## config.mk

```make
export PLATFORM = sky130hd
export DESIGN_NAME = ifu_prefetch_flat
export DESIGN_NICKNAME = d
export VERILOG_FILES = /design/src/rtl/ifu_prefetch_if.sv /design/src/rtl/ifu_prefetch.sv /design/src/flat_wrapper.sv
export SDC_FILE = /design/constraint.sdc
export NUM_CORES = 1
export LEC_CHECK = 0
export CORE_MARGIN = 2
export CORE_UTILIZATION = 60
export CTS_CLUSTER_DIAMETER = 150
export DETAILED_ROUTE_END_ITERATION = 10
export GPL_TIMING_DRIVEN = 0
export PLACE_DENSITY_LB_ADDON = 0.3
export SLEW_MARGIN = 5
export SYNTH_ARGS = -nofsm -noshare
export SYNTH_HDL_FRONTEND = slang
export SYNTH_SLANG_ARGS = --single-unit
export TNS_END_PERCENT = 100
```

## constraint.sdc

```tcl
create_clock -name clk -period 7.8 [get_ports clk]
set_input_delay 1.56 -clock clk [delete_from_list [all_inputs] [get_ports clk]]
set_output_delay 1.56 -clock clk [all_outputs]
set_load 0.02 [all_outputs]
```

## src/rtl/ifu_prefetch_if.sv

```systemverilog
// rtl/ifu_prefetch_if.sv - AXI4 channel bundle between the fetch unit and memory
//
// Carries the AXI4 read address and read data channels used by ifu_prefetch,
// plus the write-channel strobes that the fetch unit ties off.
//   master : fetch unit side (drives AR, rready and the write tie-offs)
//   slave  : memory side (drives arready and the R channel)
interface ifu_prefetch_if #(
    parameter int ADDR_W = 32
);
    logic              arvalid;
    logic              arready;
    logic [ADDR_W-1:0] araddr;
    logic [3:0]        arid;
    logic [7:0]        arlen;
    logic [1:0]        arburst;
    logic [2:0]        arsize;
    logic              rvalid;
    logic              rready;
    logic [31:0]       rdata;
    logic [1:0]        rresp;
    logic              awvalid;
    logic              wvalid;
    logic              bready;

    modport master (
        output arvalid, araddr, arid, arlen, arburst, arsize, rready,
        output awvalid, wvalid, bready,
        input  arready, rvalid, rdata, rresp
    );

    modport slave (
        input  arvalid, araddr, arid, arlen, arburst, arsize, rready,
        input  awvalid, wvalid, bready,
        output arready, rvalid, rdata, rresp
    );
endinterface

```

## src/rtl/ifu_prefetch.sv

```systemverilog
// rtl/ifu_prefetch.sv - instruction fetch unit with a credit-limited prefetch queue
//
// Issues sequential single-beat AXI4 reads from an internal fetch PC and
// buffers the returned words, tagged with their PC and a fault flag, in a
// DEPTH-entry FIFO feeding decode over a valid/ready handshake. A redirect
// flushes the queue, marks every stale read for discard and restarts fetch.
//
// Ports:
//   clk, rst     clock, asynchronous active-high reset
//   redirect     single-cycle flush/restart request
//   redirect_pc  new fetch target (bits [1:0] ignored)
//   instF, pcF   head instruction and its PC (zero when the queue is empty)
//   faultF       head entry came back with a non-OKAY response
//   validF       queue head valid
//   readyD       decode accepts the head this cycle
//   axi          AXI4 read channels (master side)
module ifu_prefetch #(
    parameter int DEPTH    = 4,
    parameter     RESET_PC = 32'h8000_0000,
    parameter int ADDR_W   = 32
) (
    input  logic              clk,
    input  logic              rst,
    input  logic              redirect,
    input  logic [ADDR_W-1:0] redirect_pc,
    output logic [31:0]       instF,
    output logic [ADDR_W-1:0] pcF,
    output logic              faultF,
    output logic              validF,
    input  logic              readyD,
    ifu_prefetch_if.master    axi
);
    localparam int CW = $clog2(DEPTH) + 1;
    localparam int PW = $clog2(DEPTH);

    localparam logic [ADDR_W-1:0] RST_PC   = ADDR_W'(RESET_PC);
    localparam logic [ADDR_W-1:0] PC_STEP  = ADDR_W'(4);
    localparam logic [ADDR_W-1:0] PC_ALIGN = ~ADDR_W'(3);
    localparam logic [CW-1:0]     CNT_ONE  = CW'(1);
    localparam logic [PW-1:0]     PTR_ONE  = PW'(1);
    localparam logic [CW:0]       CREDITS  = (CW+1)'(DEPTH);

    logic [ADDR_W-1:0] fetch_pc_q, fetch_pc_d;
    logic [ADDR_W-1:0] rsp_pc_q, rsp_pc_d;
    logic [CW-1:0]     inflight_q, inflight_d;
    logic [CW-1:0]     drop_cnt_q, drop_cnt_d;
    logic [CW-1:0]     count_q, count_d;
    logic [PW-1:0]     rd_ptr_q, rd_ptr_d;
    logic [PW-1:0]     wr_ptr_q, wr_ptr_d;
    // A request that was already on the bus when a redirect arrived: it must
    // keep its old address until accepted, so it lives in its own register.
    logic              pend_q, pend_d;
    logic [ADDR_W-1:0] pend_addr_q, pend_addr_d;

    logic [31:0]       inst_mem [DEPTH];
    logic [ADDR_W-1:0] pc_mem   [DEPTH];
    logic              flt_mem  [DEPTH];

    logic [CW:0]       used;
    logic              credit_ok;
    logic              ar_valid;
    logic [ADDR_W-1:0] ar_addr;
    logic              ar_fire;
    logic              ar_stall;
    logic              r_fire;
    logic              drop_beat;
    logic              push;
    logic              pop;

    always_comb begin
        used      = {1'b0, inflight_q} + {1'b0, count_q} + {{CW{1'b0}}, pend_q};
        credit_ok = used < CREDITS;
        ar_valid  = ~rst & (pend_q | credit_ok);
        ar_addr   = pend_q ? pend_addr_q : fetch_pc_q;
        ar_fire   = ar_valid & axi.arready;
        ar_stall  = ar_valid & ~axi.arready;
        r_fire    = axi.rvalid;
        drop_beat = r_fire & (drop_cnt_q != '0);
        push      = r_fire & ~drop_beat & ~redirect;
        pop       = validF & readyD & ~redirect;
    end

    assign axi.arvalid = ar_valid;
    assign axi.araddr  = ar_addr;
    assign axi.arid    = 4'd0;
    assign axi.arlen   = 8'd0;
    assign axi.arburst = 2'd0;
    assign axi.arsize  = 3'd2;
    assign axi.rready  = 1'b1;
    assign axi.awvalid = 1'b0;
    assign axi.wvalid  = 1'b0;
    assign axi.bready  = 1'b1;

    assign validF = (count_q != '0);
    assign instF  = validF ? inst_mem[rd_ptr_q] : 32'd0;
    assign pcF    = validF ? pc_mem[rd_ptr_q]   : '0;
    assign faultF = validF ? flt_mem[rd_ptr_q]  : 1'b0;

    always_comb begin
        fetch_pc_d  = fetch_pc_q;
        rsp_pc_d    = rsp_pc_q;
        inflight_d  = inflight_q;
        drop_cnt_d  = drop_cnt_q;
        count_d     = count_q;
        rd_ptr_d    = rd_ptr_q;
        wr_ptr_d    = wr_ptr_q;
        pend_d      = pend_q;
        pend_addr_d = pend_addr_q;

        if (ar_fire) inflight_d = inflight_d + CNT_ONE;
        if (r_fire)  inflight_d = inflight_d - CNT_ONE;

        if (redirect) begin
            fetch_pc_d = redirect_pc & PC_ALIGN;
            rsp_pc_d   = redirect_pc & PC_ALIGN;
            count_d    = '0;
            rd_ptr_d   = '0;
            wr_ptr_d   = '0;
            // Everything still owed by the slave belongs to the old stream,
            // including a request stuck on the bus right now.
            drop_cnt_d = inflight_d + (ar_stall ? CNT_ONE : '0);
            pend_d     = ar_stall;
            if (ar_stall) pend_addr_d = ar_addr;
        end else begin
            if (ar_fire) begin
                if (pend_q) pend_d = 1'b0;
                else        fetch_pc_d = fetch_pc_q + PC_STEP;
            end
            if (drop_beat) drop_cnt_d = drop_cnt_q - CNT_ONE;
            if (push) begin
                rsp_pc_d = rsp_pc_q + PC_STEP;
                wr_ptr_d = wr_ptr_q + PTR_ONE;
            end
            if (pop) rd_ptr_d = rd_ptr_q + PTR_ONE;
            if (push && !pop)      count_d = count_q + CNT_ONE;
            else if (pop && !push) count_d = count_q - CNT_ONE;
        end
    end

    always_ff @(posedge clk or posedge rst) begin
        if (rst) begin
            fetch_pc_q  <= RST_PC;
            rsp_pc_q    <= RST_PC;
            inflight_q  <= '0;
            drop_cnt_q  <= '0;
            count_q     <= '0;
            rd_ptr_q    <= '0;
            wr_ptr_q    <= '0;
            pend_q      <= 1'b0;
            pend_addr_q <= '0;
        end else begin
            fetch_pc_q  <= fetch_pc_d;
            rsp_pc_q    <= rsp_pc_d;
            inflight_q  <= inflight_d;
            drop_cnt_q  <= drop_cnt_d;
            count_q     <= count_d;
            rd_ptr_q    <= rd_ptr_d;
            wr_ptr_q    <= wr_ptr_d;
            pend_q      <= pend_d;
            pend_addr_q <= pend_addr_d;
        end
    end

    // Payload storage needs no reset: outputs are masked while the queue is empty.
    always_ff @(posedge clk) begin
        if (push) begin
            inst_mem[wr_ptr_q] <= axi.rdata;
            pc_mem[wr_ptr_q]   <= rsp_pc_q;
            flt_mem[wr_ptr_q]  <= (axi.rresp != 2'b00);
        end
    end
endmodule

```

## src/flat_wrapper.sv

```systemverilog
// flat-port wrapper written by rule: the top's interface ports become plain ports
module ifu_prefetch_flat 
#(
    parameter int DEPTH    = 4,
    parameter     RESET_PC = 32'h8000_0000,
    parameter int ADDR_W   = 32
)
  (clk, rst, redirect, redirect_pc, instF, pcF, faultF, validF, readyD, axi_arvalid, axi_araddr, axi_arid, axi_arlen, axi_arburst, axi_arsize, axi_rready, axi_awvalid, axi_wvalid, axi_bready, axi_arready, axi_rvalid, axi_rdata, axi_rresp);
  ifu_prefetch_if #(.ADDR_W(ADDR_W)) axi_i ();
  input  logic clk;
  input  logic rst;
  input  logic redirect;
  input  logic [ADDR_W-1:0] redirect_pc;
  output logic [31:0] instF;
  output logic [ADDR_W-1:0] pcF;
  output logic faultF;
  output logic validF;
  input  logic readyD;
  output wire logic [$bits(axi_i.arvalid)-1:0] axi_arvalid;
  output wire logic [$bits(axi_i.araddr)-1:0] axi_araddr;
  output wire logic [$bits(axi_i.arid)-1:0] axi_arid;
  output wire logic [$bits(axi_i.arlen)-1:0] axi_arlen;
  output wire logic [$bits(axi_i.arburst)-1:0] axi_arburst;
  output wire logic [$bits(axi_i.arsize)-1:0] axi_arsize;
  output wire logic [$bits(axi_i.rready)-1:0] axi_rready;
  output wire logic [$bits(axi_i.awvalid)-1:0] axi_awvalid;
  output wire logic [$bits(axi_i.wvalid)-1:0] axi_wvalid;
  output wire logic [$bits(axi_i.bready)-1:0] axi_bready;
  input wire logic [$bits(axi_i.arready)-1:0] axi_arready;
  input wire logic [$bits(axi_i.rvalid)-1:0] axi_rvalid;
  input wire logic [$bits(axi_i.rdata)-1:0] axi_rdata;
  input wire logic [$bits(axi_i.rresp)-1:0] axi_rresp;
  assign axi_arvalid = axi_i.arvalid;
  assign axi_araddr = axi_i.araddr;
  assign axi_arid = axi_i.arid;
  assign axi_arlen = axi_i.arlen;
  assign axi_arburst = axi_i.arburst;
  assign axi_arsize = axi_i.arsize;
  assign axi_rready = axi_i.rready;
  assign axi_awvalid = axi_i.awvalid;
  assign axi_wvalid = axi_i.wvalid;
  assign axi_bready = axi_i.bready;
  assign axi_i.arready = axi_arready;
  assign axi_i.rvalid = axi_rvalid;
  assign axi_i.rdata = axi_rdata;
  assign axi_i.rresp = axi_rresp;
  ifu_prefetch #(.DEPTH(DEPTH), .RESET_PC(RESET_PC), .ADDR_W(ADDR_W)) u_core (.clk(clk), .rst(rst), .redirect(redirect), .redirect_pc(redirect_pc), .instF(instF), .pcF(pcF), .faultF(faultF), .validF(validF), .readyD(readyD), .axi(axi_i));
endmodule
```

# After elaboration in Yosys (flattened, before gate mapping)
# Memory sizes are Yosys's and may differ from the RTL's.
# Cells that the tools add are included.
# op_classes
addsub	12
n_mul	0
div	0
magnitude_cmp	1
eq_ne	1
shift	0
muxes	25
bitwise_logic	13
n_reduce_logical	14
# ops
op	count
two-way mux 32 bit	8
adder 32 x 3 -> 32 bit (second input constant)	2
two-way mux 3 bit	7
nonzero test 2 bit	5
nonzero test 3 bit	3
subtractor 3 x 1 -> 3 bit (second input constant)	3
bitwise AND 1 bit	8
two-way mux 2 bit	4
adder 3 x 1 -> 3 bit (second input constant)	2
two-way mux 1 bit	6
adder 2 x 1 -> 2 bit (second input constant)	2
adder 3 x 3 -> 4 bit	1
adder 4 x 1 -> 4 bit	1
less-than comparator 4 x 3 -> 1 bit (second input constant)	1
NOT 1 bit	4
AND reduction 2 bit	2
adder 3 bit	1
logical AND 1 bit	2
zero test 1 bit	2
inequality test 2 bit (second input constant)	1
bitwise OR 1 bit	1
# totals
regBits	110
latch_bits	0
mem_bits_rw	260
mem_bits_ro	0
inputBits	72
memories	3
# memory_table
name	words	word_bits	rd	rd_clocked_by_memory_dff	wr	line	source
u_core.inst_mem	4	32	1	0	1	ifu_prefetch.sv:55	logic [31:0] inst_mem [DEPTH];
u_core.pc_mem	4	32	1	0	1	ifu_prefetch.sv:56	logic [ADDR_W-1:0] pc_mem [DEPTH];
u_core.flt_mem	4	1	1	0	1	ifu_prefetch.sv:57	logic flt_mem [DEPTH];

# Logic depth before layout (Yosys ltp)
# Gate-level depths: netlist (run 1).
# depth
ltp_word	11
depth_mapped	9
ltp_nobuf	9

# Least setup slack after synthesis (run 1)
# OpenSTA, ideal clock, no wires.
# synth_path
path_kind	input -> register
from	input rst
to	register u_core.drop_cnt_q[2]
setup_ns	0.077
arrival_ns	5.642
required_ns	7.723
slack_ns	2.080
stages	8
path_cell_list	inv_1 -> o211ai_1 -> xor2_1 -> ha_1 -> mux2i_1 -> ha_1 -> xnor3_1 -> a21oi_1
# synth_via
elab_chain_len	8
# synth_rtl
item	line	source
start: declaration	flat_wrapper.sv:11	input logic rst;
NOT 1 bit (*)	ifu_prefetch.sv:73	ar_valid = ~rst & (pend_q | credit_ok);
bitwise AND 1 bit (*)	ifu_prefetch.sv:73	
bitwise AND 1 bit (*)	ifu_prefetch.sv:75	ar_fire = ar_valid & axi.arready;
two-way mux 3 bit (*)	ifu_prefetch.sv:110	if (ar_fire) inflight_d = inflight_d + CNT_ONE;
subtractor 3 x 1 -> 3 bit	ifu_prefetch.sv:111	if (r_fire) inflight_d = inflight_d - CNT_ONE;
two-way mux 3 bit (*)	ifu_prefetch.sv:111	
via u_core.inflight_d[1]	ifu_prefetch.sv:45	logic [CW-1:0] inflight_q, inflight_d;
adder 3 bit (*)	ifu_prefetch.sv:121	drop_cnt_d = inflight_d + (ar_stall ? CNT_ONE : '0);
two-way mux 3 bit (*)	ifu_prefetch.sv:113	if (redirect) begin
end signal: assignment	ifu_prefetch.sv:155	drop_cnt_q <= drop_cnt_d;
end: declaration	ifu_prefetch.sv:46	logic [CW-1:0] drop_cnt_q, drop_cnt_d;
# Mark *: on every way through the listed nets, which the timed path passes. The rest lies on a longest branch.
# A chain may end at the register's enable or synchronous reset.

# Worst setup path after layout (run 1)
# layout_path
from	register u_core.rd_ptr_q[0]
to	output pcF[26]
# layout_via
elab_chain_len	2
# layout_rtl
item	line	source
start: declaration	ifu_prefetch.sv:48	logic [PW-1:0] rd_ptr_q, rd_ptr_d;
start signal: assignment	ifu_prefetch.sv:157	rd_ptr_q <= rd_ptr_d;
memory (4 x 32 bit)	--	
two-way mux 32 bit	ifu_prefetch.sv:96	assign pcF = validF ? pc_mem[rd_ptr_q] : '0;
end: declaration	flat_wrapper.sv:15	output logic [ADDR_W-1:0] pcF;
# Every way passes these cells.

==> results of run 1 <==
where the power goes:
group | switching [mW] | internal (mW) | total, mW | leakage (nW)
logic | 1.08 | 1.04 | 2.12 | 2.63
registers | 0.140 | 2.22 | 2.36 | 3.52
clock network | 0.686 | 0.938 | 1.62 | 0.532
metal layers:
metal | vias to the layer above | GRT usage, % | share of wire [%]
li1 | 4444 | - | -
met1 | 4902 | 34.8 | 42
met2 | 400 | 41.3 | 50
met3 | 51 | 4.33 | 6.4
met4 | 0 | 7.05 | 1.8
met5 | - | 0 | 0
registers in the layout, summed over array words and instances (netlist names):
register            flops
u_core.wr_ptr_q         2
u_core.pend_addr_q     32
u_core.count_q          3
u_core.rd_ptr_q         2
u_core.inst_mem       128
u_core.pend_q           1
u_core.rsp_pc_q        30
u_core.pc_mem         120
u_core.fetch_pc_q      30
u_core.flt_mem          4
u_core.inflight_q       3
u_core.drop_cnt_q       3
critical path: stages (launching register included):
cell and delay (ns):
dfrtp_1 0.35, clkbuf_1 0.47, buf_2 0.48, mux4_2 0.58, and2_1 0.17, clkdlybuf4s50_1 0.58
cell families (layout without fill, tap and decap cells):
logic type               Yosys count  in the layout
AO/OA/AOI/OAI                    117            117
XOR/XNOR                          26             26
adder cells (fa/ha/maj)           16             16
buffers and inverters             99            332
flip-flops                       358            358
multiplexers                     135            135
other                              2             23
AND/OR/NAND/NOR                  278            278
synth_stat cells, types with 4 or more instances:
cell type | instances | area share, %
mux2_1 | 11 | 0.78
o31a_1 | 4 | 0.22
inv_1 | 19 | 0.45
a31oi_1 | 27 | 1.1
a311oi_1 | 4 | 0.22
nand2b_1 | 4 | 0.16
buf_1 | 9 | 0.21
clkbuf_1 | 32 | 0.76
ha_1 | 15 | 1.2
or3_1 | 13 | 0.51
buf_2 | 13 | 0.41
o31ai_1 | 14 | 0.66
a211oi_1 | 18 | 0.85
and2_1 | 68 | 2.7
nor3_1 | 15 | 0.47
a21oi_1 | 13 | 0.41
mux2i_1 | 5 | 0.32
nor2_1 | 37 | 0.88
nand2_1 | 28 | 0.66
o21ai_0 | 17 | 0.54
mux4_2 | 63 | 8.9
xor2_1 | 4 | 0.22
nand4_1 | 20 | 0.79
nor4_1 | 10 | 0.39
edfxtp_1 | 252 | 48
nand3_1 | 21 | 0.66
or4_1 | 18 | 0.85
buf_4 | 24 | 1.1
xnor2_1 | 21 | 1.2
mux2_2 | 56 | 4.0
dfrtp_1 | 104 | 16
nor2b_1 | 5 | 0.20
and4_1 | 13 | 0.72
and3_1 | 13 | 0.51
per-stage QoR:
stage	std cells	power, mW	instance area [um^2]	util (%)	setup slack [ns]
after CTS	1620	6.16	19300	74.1	3.00
after global routing	1620	6.38	19300	74.1	2.90
final	1620	6.11	19300	74.1	3.08
after global placement	1551	4.46	18000	69.3	0.271
after detailed placement	1556	4.52	18100	69.8	3.12
after floorplan	1052	3.70	15900	-	2.08
layout make-up:
cell class,instances,share of cell area [%]
Timing Repair Buffer,169,9.16
Inverter,20,0.416
Tap cell,335,2.18
Sequential cell,358,53.1
Clock inverter,20,0.819
Buffer,79,2.13
Multi-Input combinational cell,595,27.3
Clock buffer,44,4.95
worst max-delay path by stage:
| stage | endpoint | from | cells after the start | slack [ns] |
|---|---|---|---|---|
| final | pcF[26] | u_core.rd_ptr_q[0] | 5 | 3.08 |
| after CTS | pcF[26] | u_core.rd_ptr_q[0] | 5 | 3.00 |
| after global placement | u_core.drop_cnt_q[2] | rst | 9 | 0.27 |
| after detailed placement | axi_arvalid | rst | 3 | 3.12 |
| after floorplan | u_core.drop_cnt_q[2] | rst | 8 | 2.08 |
| after global routing | pcF[26] | u_core.rd_ptr_q[0] | 5 | 2.90 |
==> flow_metrics.env, run 1 <==
export IMPL_min_delay_start="u_core.pend_addr_q[1]"
export IMPL_cp_required_ns=6.24
export IMPL_vdd_ir_drop_max_v=0.000243
export IMPL_fillers=1591
export IMPL_drt_first_pass_iters=5
export IMPL_synth_edf_count=252
export IMPL_via_count=9797
export IMPL_ys_warn_count=0
export IMPL_ant_nets=0
export IMPL_ys_types=66
export IMPL_finalHoldViolCount=0
export IMPL_slew_limit_headroom_pct=41.9
export IMPL_area_growth_pct=21.4
export IMPL_die_width_um=167
export IMPL_fin_worst_skew_ns=0.0140
export IMPL_grt_max_degree=56
export IMPL_antenna_cells=0
export IMPL_drv_slew=0
export IMPL_setup_violations_final=0
export IMPL_synth_seq_cells=358
export IMPL_ys_seq_area_share_pct=64.5
export IMPL_coreArea_mm2=0.0260
export IMPL_cp_arrival_ns=3.16
export IMPL_drc=0
export IMPL_drt_wl_total_mm=34.5
export IMPL_critPathLaunchType="register"
export IMPL_rows=59
export IMPL_worstRegToRegCells=9
export IMPL_cts_max_level=2
export IMPL_routedWlPerCell_um=21.3
export IMPL_grt_pass1_vias=9966
export IMPL_overflow=0
export IMPL_tritoncts="built"
export IMPL_multiInputGateArea_mm2=0.00525
export IMPL_r2r_setup_slack_ns=4.53
export IMPL_rsz0062_at_grt="no"
export IMPL_seqCellArea_mm2=0.0102
export IMPL_end_kind="output port"
export IMPL_power_density_mw_per_mm2=317
export IMPL_crit_fanout=10
export IMPL_path_clk_slew_ns=0.06
export IMPL_synthArstFlopShare_pct=29.6
export IMPL_synthXorXnorAreaFrac_pct=1.52
export IMPL_fin_crit_sh_pct=60.5
export IMPL_final_cell_mix="edfxtp_1 (252), clkdlybuf4s50_1 (164), dfrtp_1 (104)"
export IMPL_io_pins=192
export IMPL_synth_top_family_by_area="multiplexers"
export IMPL_cts_root_buffer="clkbuf_16"
export IMPL_worst_slew_pin_slew_ns=0.871
export IMPL_nNetsFinal=1347
export IMPL_antenna_found_initial=0
export IMPL_die_area_mm2=0.0277
export IMPL_clk_latency_ns=0.52
export IMPL_synth_fa_ha_area_share_pct=1.31
export IMPL_path_class="register to output port"
export IMPL_synth_simple_area_share_pct=10.4
export IMPL_fin_crit_ns=4.72
export IMPL_port_buffers=164
export IMPL_hold_end="u_core.pend_addr_q[1]"
export IMPL_tns_ns=0
export IMPL_netlist_area_mm2=0.0159
export IMPL_hpwl_mm=23.0
export IMPL_grt_pass1_wl_mm=54.6
export IMPL_synth_ff_type="edfxtp_1"
export IMPL_reg2reg_to="u_core.drop_cnt_q[2]"
export IMPL_status="finished, final reports clean"
export IMPL_syn_avg_cell_area_um2=15.4
export IMPL_cts_sinks=358
export IMPL_power_leakage_nw=6.68
export IMPL_muxShareOfSynthArea_pct=14.0
export IMPL_hold_class="register to register"
export IMPL_postCtsHoldBufs=0
export IMPL_vias_per_cell=6.05
export IMPL_synthCells=1031
export IMPL_max_freq_mhz=212
export IMPL_clock_path_buffers=3
export IMPL_hold_path_cell_count=1
export IMPL_r2r_start="u_core.count_q[1]"
export IMPL_max_cap_violations=0
export IMPL_fp_dieH_um=167
export IMPL_synth_compound_area_share_pct=5.22
export IMPL_initial_core_util_pct=61.0
export IMPL_cts_buffers=36
export IMPL_whs_ns=0.486
export IMPL_final_common_cell="edfxtp_1"
export IMPL_post_cts_buffers=0
export IMPL_grt_use_total_pct=25.0
export IMPL_drt_first_iter_violations=900
export IMPL_drive_gt1_share_pct=18.0
export IMPL_cts_resized=0
export IMPL_place_gp_congestion=0.922
(Power assumes the default switching activity.)
==> inputs of run 2 (changes only) <==
--- a/config.mk
+++ b/config.mk
@@ -6,7 +6,7 @@
 export NUM_CORES = 1
 export LEC_CHECK = 0
 export CORE_MARGIN = 2
-export CORE_UTILIZATION = 60
+export CORE_UTILIZATION = 51
 export CTS_CLUSTER_DIAMETER = 150
 export DETAILED_ROUTE_END_ITERATION = 10
 export GPL_TIMING_DRIVEN = 0
==> constraint.sdc (replaced) <==
create_clock -name clk -period 4 [get_ports clk]
set_input_delay 0.8 -clock clk [delete_from_list [all_inputs] [get_ports clk]]
set_output_delay 0.8 -clock clk [all_outputs]
set_load 0.02 [all_outputs]
==> run 2 against run 1 <==
  * Utilization fell by 10 points
  * Die area up 17%
  * Combinational power increased by 95%
  * Critical path type unchanged
==> flow_metrics.env, run 2 (synthesized netlist as in run 1, its figures left out) <==
export IMPL_tritoncts="built"
export IMPL_regMostFlops="u_core.inst_mem"
export IMPL_die_area_mm2=0.0325
export IMPL_postCtsHoldBufs=0
export IMPL_via_count=9705
export IMPL_path_class="register to output port"
export IMPL_place_gp_congestion=0.853
export IMPL_coreArea_mm2=0.0306
export IMPL_critical_path_buf_inv_count=3
export IMPL_io_pins=192
export IMPL_nNetsFinal=1352
export IMPL_clock_power_share_pct=28.1
export IMPL_area_growth_pct=23.1
export IMPL_power_switching_mw=3.77
export IMPL_place_ws_ns=0.0247
export IMPL_finalHoldViolCount=0
export IMPL_crit_fanout=10
export IMPL_antenna_found_initial=0
export IMPL_fin_crit_ns=3.84
export IMPL_fp_dieH_um=180
export IMPL_top_regs="u_core.inst_mem x128, u_core.pc_mem x120, u_core.pend_addr_q x32"
export IMPL_routedWlPerCell_um=20.1
export IMPL_drt_first_iter_violations=698
export IMPL_cts_buffers=39
export IMPL_rsz0062_at_grt="no"
export IMPL_die_width_um=180
export IMPL_cts_root_buffer="clkbuf_16"
export IMPL_design_area_mm2=0.0195
export IMPL_final_cell_mix="edfxtp_1 (252), clkdlybuf4s50_1 (164), dfrtp_1 (104)"
export IMPL_antenna_cells=0
export IMPL_pwr_share_comb_pct=34.0
export IMPL_final_common_cell="edfxtp_1"
export IMPL_overflow=0
export IMPL_largest_reg_flops=128
export IMPL_slowest_delay_ns=0.60
export IMPL_rows=64
export IMPL_seq_power_share_pct=37.9
export IMPL_cp_cell_sequence="clkbuf_1 -> buf_1 -> mux4_2 -> and2_1 -> clkdlybuf4s50_1"
export IMPL_clk_latency_ns=0.53
export IMPL_grt_use_total_pct=21.3
export IMPL_path_clk_slew_ns=0.06
export IMPL_cts_max_level=2
export IMPL_fin_crit_sh_pct=95.9
export IMPL_setup_violations_final=0
export IMPL_power_density_mw_per_mm2=623
export IMPL_place_area_mm2=0.0183
export IMPL_worst_slew_pin_slew_ns=0.872
export IMPL_drc=0
export IMPL_fillers=2236
export IMPL_grt_pass1_wl_mm=54.9
export IMPL_port_buffers=164
export IMPL_drive_gt1_share_pct=18.9
export IMPL_max_freq_mhz=261
export IMPL_slowest_stage="clkdlybuf4s50_1"
export IMPL_grt_max_degree=53
export IMPL_fin_worst_skew_ns=0.0142
export IMPL_power_leakage_nw=6.76
export IMPL_end_kind="output port"
export IMPL_vdd_ir_drop_max_v=0.000418
export IMPL_grt_pass1_vias=10100
export IMPL_critPathLaunchType="register"
export IMPL_hpwl_mm=23.2
export IMPL_drv_slew=0
export IMPL_drt_wl_total_mm=34.0
export IMPL_p_sw_share_pct=31.0
export IMPL_p_int_mw=8.39
export IMPL_slew_limit_headroom_pct=41.9
export IMPL_ant_nets=0
export IMPL_vias_per_cell=5.74
export IMPL_drt_first_pass_iters=5
export IMPL_max_cap_violations=0
export IMPL_cp_arrival_ns=3.04
export IMPL_crit_family="buffers and inverters"
export IMPL_clock_path_buffers=3
export IMPL_cp_required_ns=3.20
export IMPL_cts_resized=1
export IMPL_cts_sinks=358
export IMPL_status="finished, final reports clean"
export IMPL_initial_core_util_pct=51.8
export IMPL_hold_class="register to register"
export IMPL_post_cts_buffers=0
export IMPL_setup_ws_ns=0.162
run 2: cell types whose count changed in the layout (fill, tap and decap cells not counted), sizes merged:
cell,delta
clkbuf,+8
buf,+1
clkinvlp,+3
inv,-2
run 2: stage by stage:
step           hold WS (ns)  TNS (ns)  utilization [%]  std cells  power [mW]
2_1_floorplan         0.450    -0.114                -       1052        7.23
3_3_place_gp          0.463   -341.86             59.1       1612        8.76
3_5_place_dp          0.468         0             59.8       1619        8.86
4_1_cts               0.480         0             63.8       1691        12.3
5_1_grt               0.499         0             63.8       1691        12.8
6_report              0.482         0             63.8       1691        12.2
run 2: cell type report:
| class | instances | area (um^2) | share of cell area, % |
|---|---|---|---|
| Timing Repair Buffer | 171 | 1820 | 9.32 |
| Clock inverter | 21 | 175 | 0.898 |
| Tap cell | 396 | 495 | 2.54 |
| Sequential cell | 358 | 10200 | 52.4 |
| Inverter | 20 | 78.8 | 0.404 |
| Buffer | 79 | 413 | 2.12 |
| Clock buffer | 51 | 1050 | 5.39 |
| Multi-Input combinational cell | 595 | 5260 | 26.9 |
run 2: final timing paths:
path | start | endpoint | slack [ns] | depth (start not counted)
max | u_core.rd_ptr_q[1] | pcF[14] | 0.16 | 5
min | u_core.pend_addr_q[1] | u_core.pend_addr_q[1] | 0.48 | 1
max reg2reg | u_core.count_q[1] | u_core.drop_cnt_q[2] | 0.91 | 9
min reg2reg | u_core.pend_addr_q[1] | u_core.pend_addr_q[1] | 0.48 | 1
max in group asynchronous | rst | u_core.rsp_pc_q[31] | 2.11 | 5
min in group asynchronous | rst | u_core.pend_addr_q[7] | 0.84 | 2
run 2: worst register-to-register path, stage by stage (launching register included):
cell and delay [ns]:
dfrtp_1 0.43, ha_1 0.37, a2111oi_4 0.69, o211ai_1 0.24, xor2_1 0.26, ha_1 0.27, mux2i_1 0.21, ha_2 0.21
xnor3_1 0.21, a21oi_1 0.12
run 2: metal layers:
metal | part of all wire [%] | GRT usage [%]
met1 | 44 | 29.8
met2 | 49 | 35.0
met3 | 6.0 | 3.46
met4 | 1.9 | 6.00
met5 | 0 | 0
run 2: power by group through the flow:
stage | clock [mW] | combinational [mW] | sequential [mW]
final | 3.42 | 4.13 | 4.60
after global placement | 0 | 4.11 | 4.65
after global routing | 3.64 | 4.47 | 4.65
after detailed placement | 0 | 4.19 | 4.67
after floorplan | 0 | 2.64 | 4.59
after CTS | 3.49 | 4.21 | 4.60
==> inputs of run 3 (changes only) <==
--- a/config.mk
+++ b/config.mk
@@ -5,6 +5,7 @@
 export SDC_FILE = /design/constraint.sdc
 export NUM_CORES = 1
 export LEC_CHECK = 0
+export CAP_MARGIN = 25
 export CORE_MARGIN = 2
 export CORE_UTILIZATION = 51
 export CTS_CLUSTER_DIAMETER = 150
==> run 3 against run 2 <==
  * Flip-flop and latch count stayed put
  * Clock-buffer cell count is the same
  * Power unchanged
  * Clock power barely moved
  * Utilization unchanged
  * First-iteration DRC count unchanged
==> flow_metrics.env, run 3 (synthesized netlist as in run 1, its figures left out) <==
export IMPL_io_pins=192
export IMPL_cts_root_buffer="clkbuf_16"
export IMPL_drt_first_pass_iters=5
export IMPL_design_area_mm2=0.0195
export IMPL_top_regs="u_core.inst_mem x128, u_core.pc_mem x120, u_core.pend_addr_q x32"
export IMPL_via_count=9705
export IMPL_tritoncts="built"
export IMPL_fin_crit_ns=3.84
export IMPL_largest_reg_flops=128
export IMPL_worst_slew_pin_slew_ns=0.872
export IMPL_grt_pass1_wl_mm=54.9
export IMPL_power_leakage_nw=6.76
export IMPL_critPathLaunchType="register"
export IMPL_cts_max_level=2
export IMPL_drc=0
export IMPL_grt_use_total_pct=21.3
export IMPL_postCtsHoldBufs=0
export IMPL_slew_limit_headroom_pct=41.9
export IMPL_fin_worst_skew_ns=0.0142
export IMPL_cp_arrival_ns=3.04
export IMPL_power_density_mw_per_mm2=623
export IMPL_grt_max_degree=53
export IMPL_die_area_mm2=0.0325
export IMPL_vias_per_cell=5.74
export IMPL_hpwl_mm=23.2
export IMPL_fp_dieH_um=180
export IMPL_cp_required_ns=3.20
export IMPL_routedWlPerCell_um=20.1
export IMPL_status="finished, final reports clean"
export IMPL_overflow=0
export IMPL_rows=64
export IMPL_coreArea_mm2=0.0306
export IMPL_drv_slew=0
export IMPL_fin_crit_sh_pct=95.9
export IMPL_total_power_mw=12.2
export IMPL_hold_class="register to register"
export IMPL_end_kind="output port"
export IMPL_die_width_um=180
export IMPL_antenna_cells=0
export IMPL_crit_fanout=10
export IMPL_cp_cell_sequence="clkbuf_1 -> buf_1 -> mux4_2 -> and2_1 -> clkdlybuf4s50_1"
export IMPL_whs_ns=0.482
export IMPL_place_area_mm2=0.0183
export IMPL_slowest_delay_ns=0.60
export IMPL_path_clk_slew_ns=0.06
export IMPL_drt_wl_total_mm=34.0
export IMPL_fillers=2236
export IMPL_regMostFlops="u_core.inst_mem"
export IMPL_initial_core_util_pct=51.8
export IMPL_rsz0062_at_grt="no"
export IMPL_slowest_stage="clkdlybuf4s50_1"
export IMPL_vdd_ir_drop_max_v=0.000418
export IMPL_path_class="register to output port"
export IMPL_nNetsFinal=1352
export IMPL_final_common_cell="edfxtp_1"
export IMPL_max_cap_violations=0
export IMPL_clock_path_buffers=3
export IMPL_area_growth_pct=23.1
export IMPL_drive_gt1_share_pct=18.9
export IMPL_grt_pass1_vias=10100
export IMPL_antenna_found_initial=0
export IMPL_cts_sinks=358
export IMPL_port_buffers=164
export IMPL_place_gp_congestion=0.853
export IMPL_finalHoldViolCount=0
export IMPL_final_cell_mix="edfxtp_1 (252), clkdlybuf4s50_1 (164), dfrtp_1 (104)"
export IMPL_max_freq_mhz=261
export IMPL_setup_violations_final=0
export IMPL_clk_latency_ns=0.53
export IMPL_ant_nets=0
export IMPL_cts_buffers=39
export IMPL_drt_first_iter_violations=698
run 3: final timing paths:
path / start / endpoint / slack, ns / cells past startpoint
worst max-delay path: u_core.rd_ptr_q[1] / pcF[14] / 0.16 / 5
worst min-delay path: u_core.pend_addr_q[1] / u_core.pend_addr_q[1] / 0.48 / 1
worst max register to register: u_core.count_q[1] / u_core.drop_cnt_q[2] / 0.91 / 9
worst min register to register: u_core.pend_addr_q[1] / u_core.pend_addr_q[1] / 0.48 / 1
max in group asynchronous: rst / u_core.rsp_pc_q[31] / 2.11 / 5
min in group asynchronous: rst / u_core.pend_addr_q[7] / 0.84 / 2
run 3: where the power goes:
| group | switching, mW | total, mW | internal [mW] |
|---|---|---|---|
| Clock | 1.42 | 3.42 | 2.00 |
| Combinational | 2.08 | 4.13 | 2.05 |
| Sequential | 0.266 | 4.60 | 4.34 |
run 3: critical path, delay by kind of cell (launching register included):
kind                   cells  cell delay (ns)
flip-flops                 1             0.32
multiplexers               1             0.39
buffers and inverters      3             1.62
AND/OR/NAND/NOR            1             0.17
run 3: through the flow:
step	TNS (ns)	cells	util, %	setup WS (ns)
detailed placement	0	1619	59.8	0.0247
CTS	0	1691	63.8	0.0319
finish	0	1691	63.8	0.162
global placement	-341.86	1612	59.1	-1.77
floorplan	-0.114	1052	-	-0.0682
global route	0	1691	63.8	0.0283
run 3: layout make-up:
class	count	area, um^2	share of cell area, %
well taps	396	495	2.54
inverters	20	78.8	0.404
clock buffers	51	1050	5.39
flip-flops and latches	358	10200	52.4
multi-input cells	595	5260	26.9
repair buffers	171	1820	9.32
plain buffers	79	413	2.12
clock inverters	21	175	0.898
run 3: layer usage:
layer | global-route usage, % | up-vias | wire [um] | share of wire (%)
li1 | - | 4462 | - | -
met1 | 29.8 | 4871 | 14800 | 44
met2 | 35.0 | 325 | 16500 | 49
met3 | 3.46 | 47 | 2030 | 6.0
met4 | 6.00 | 0 | 648 | 1.9
met5 | 0 | - | 0 | 0
run 3: timing repair:
item / in CTS / in global routing
buffers inserted: 0 / 0
setup endpoints to repair: 48 / 9
gates resized for setup: 1 / 2
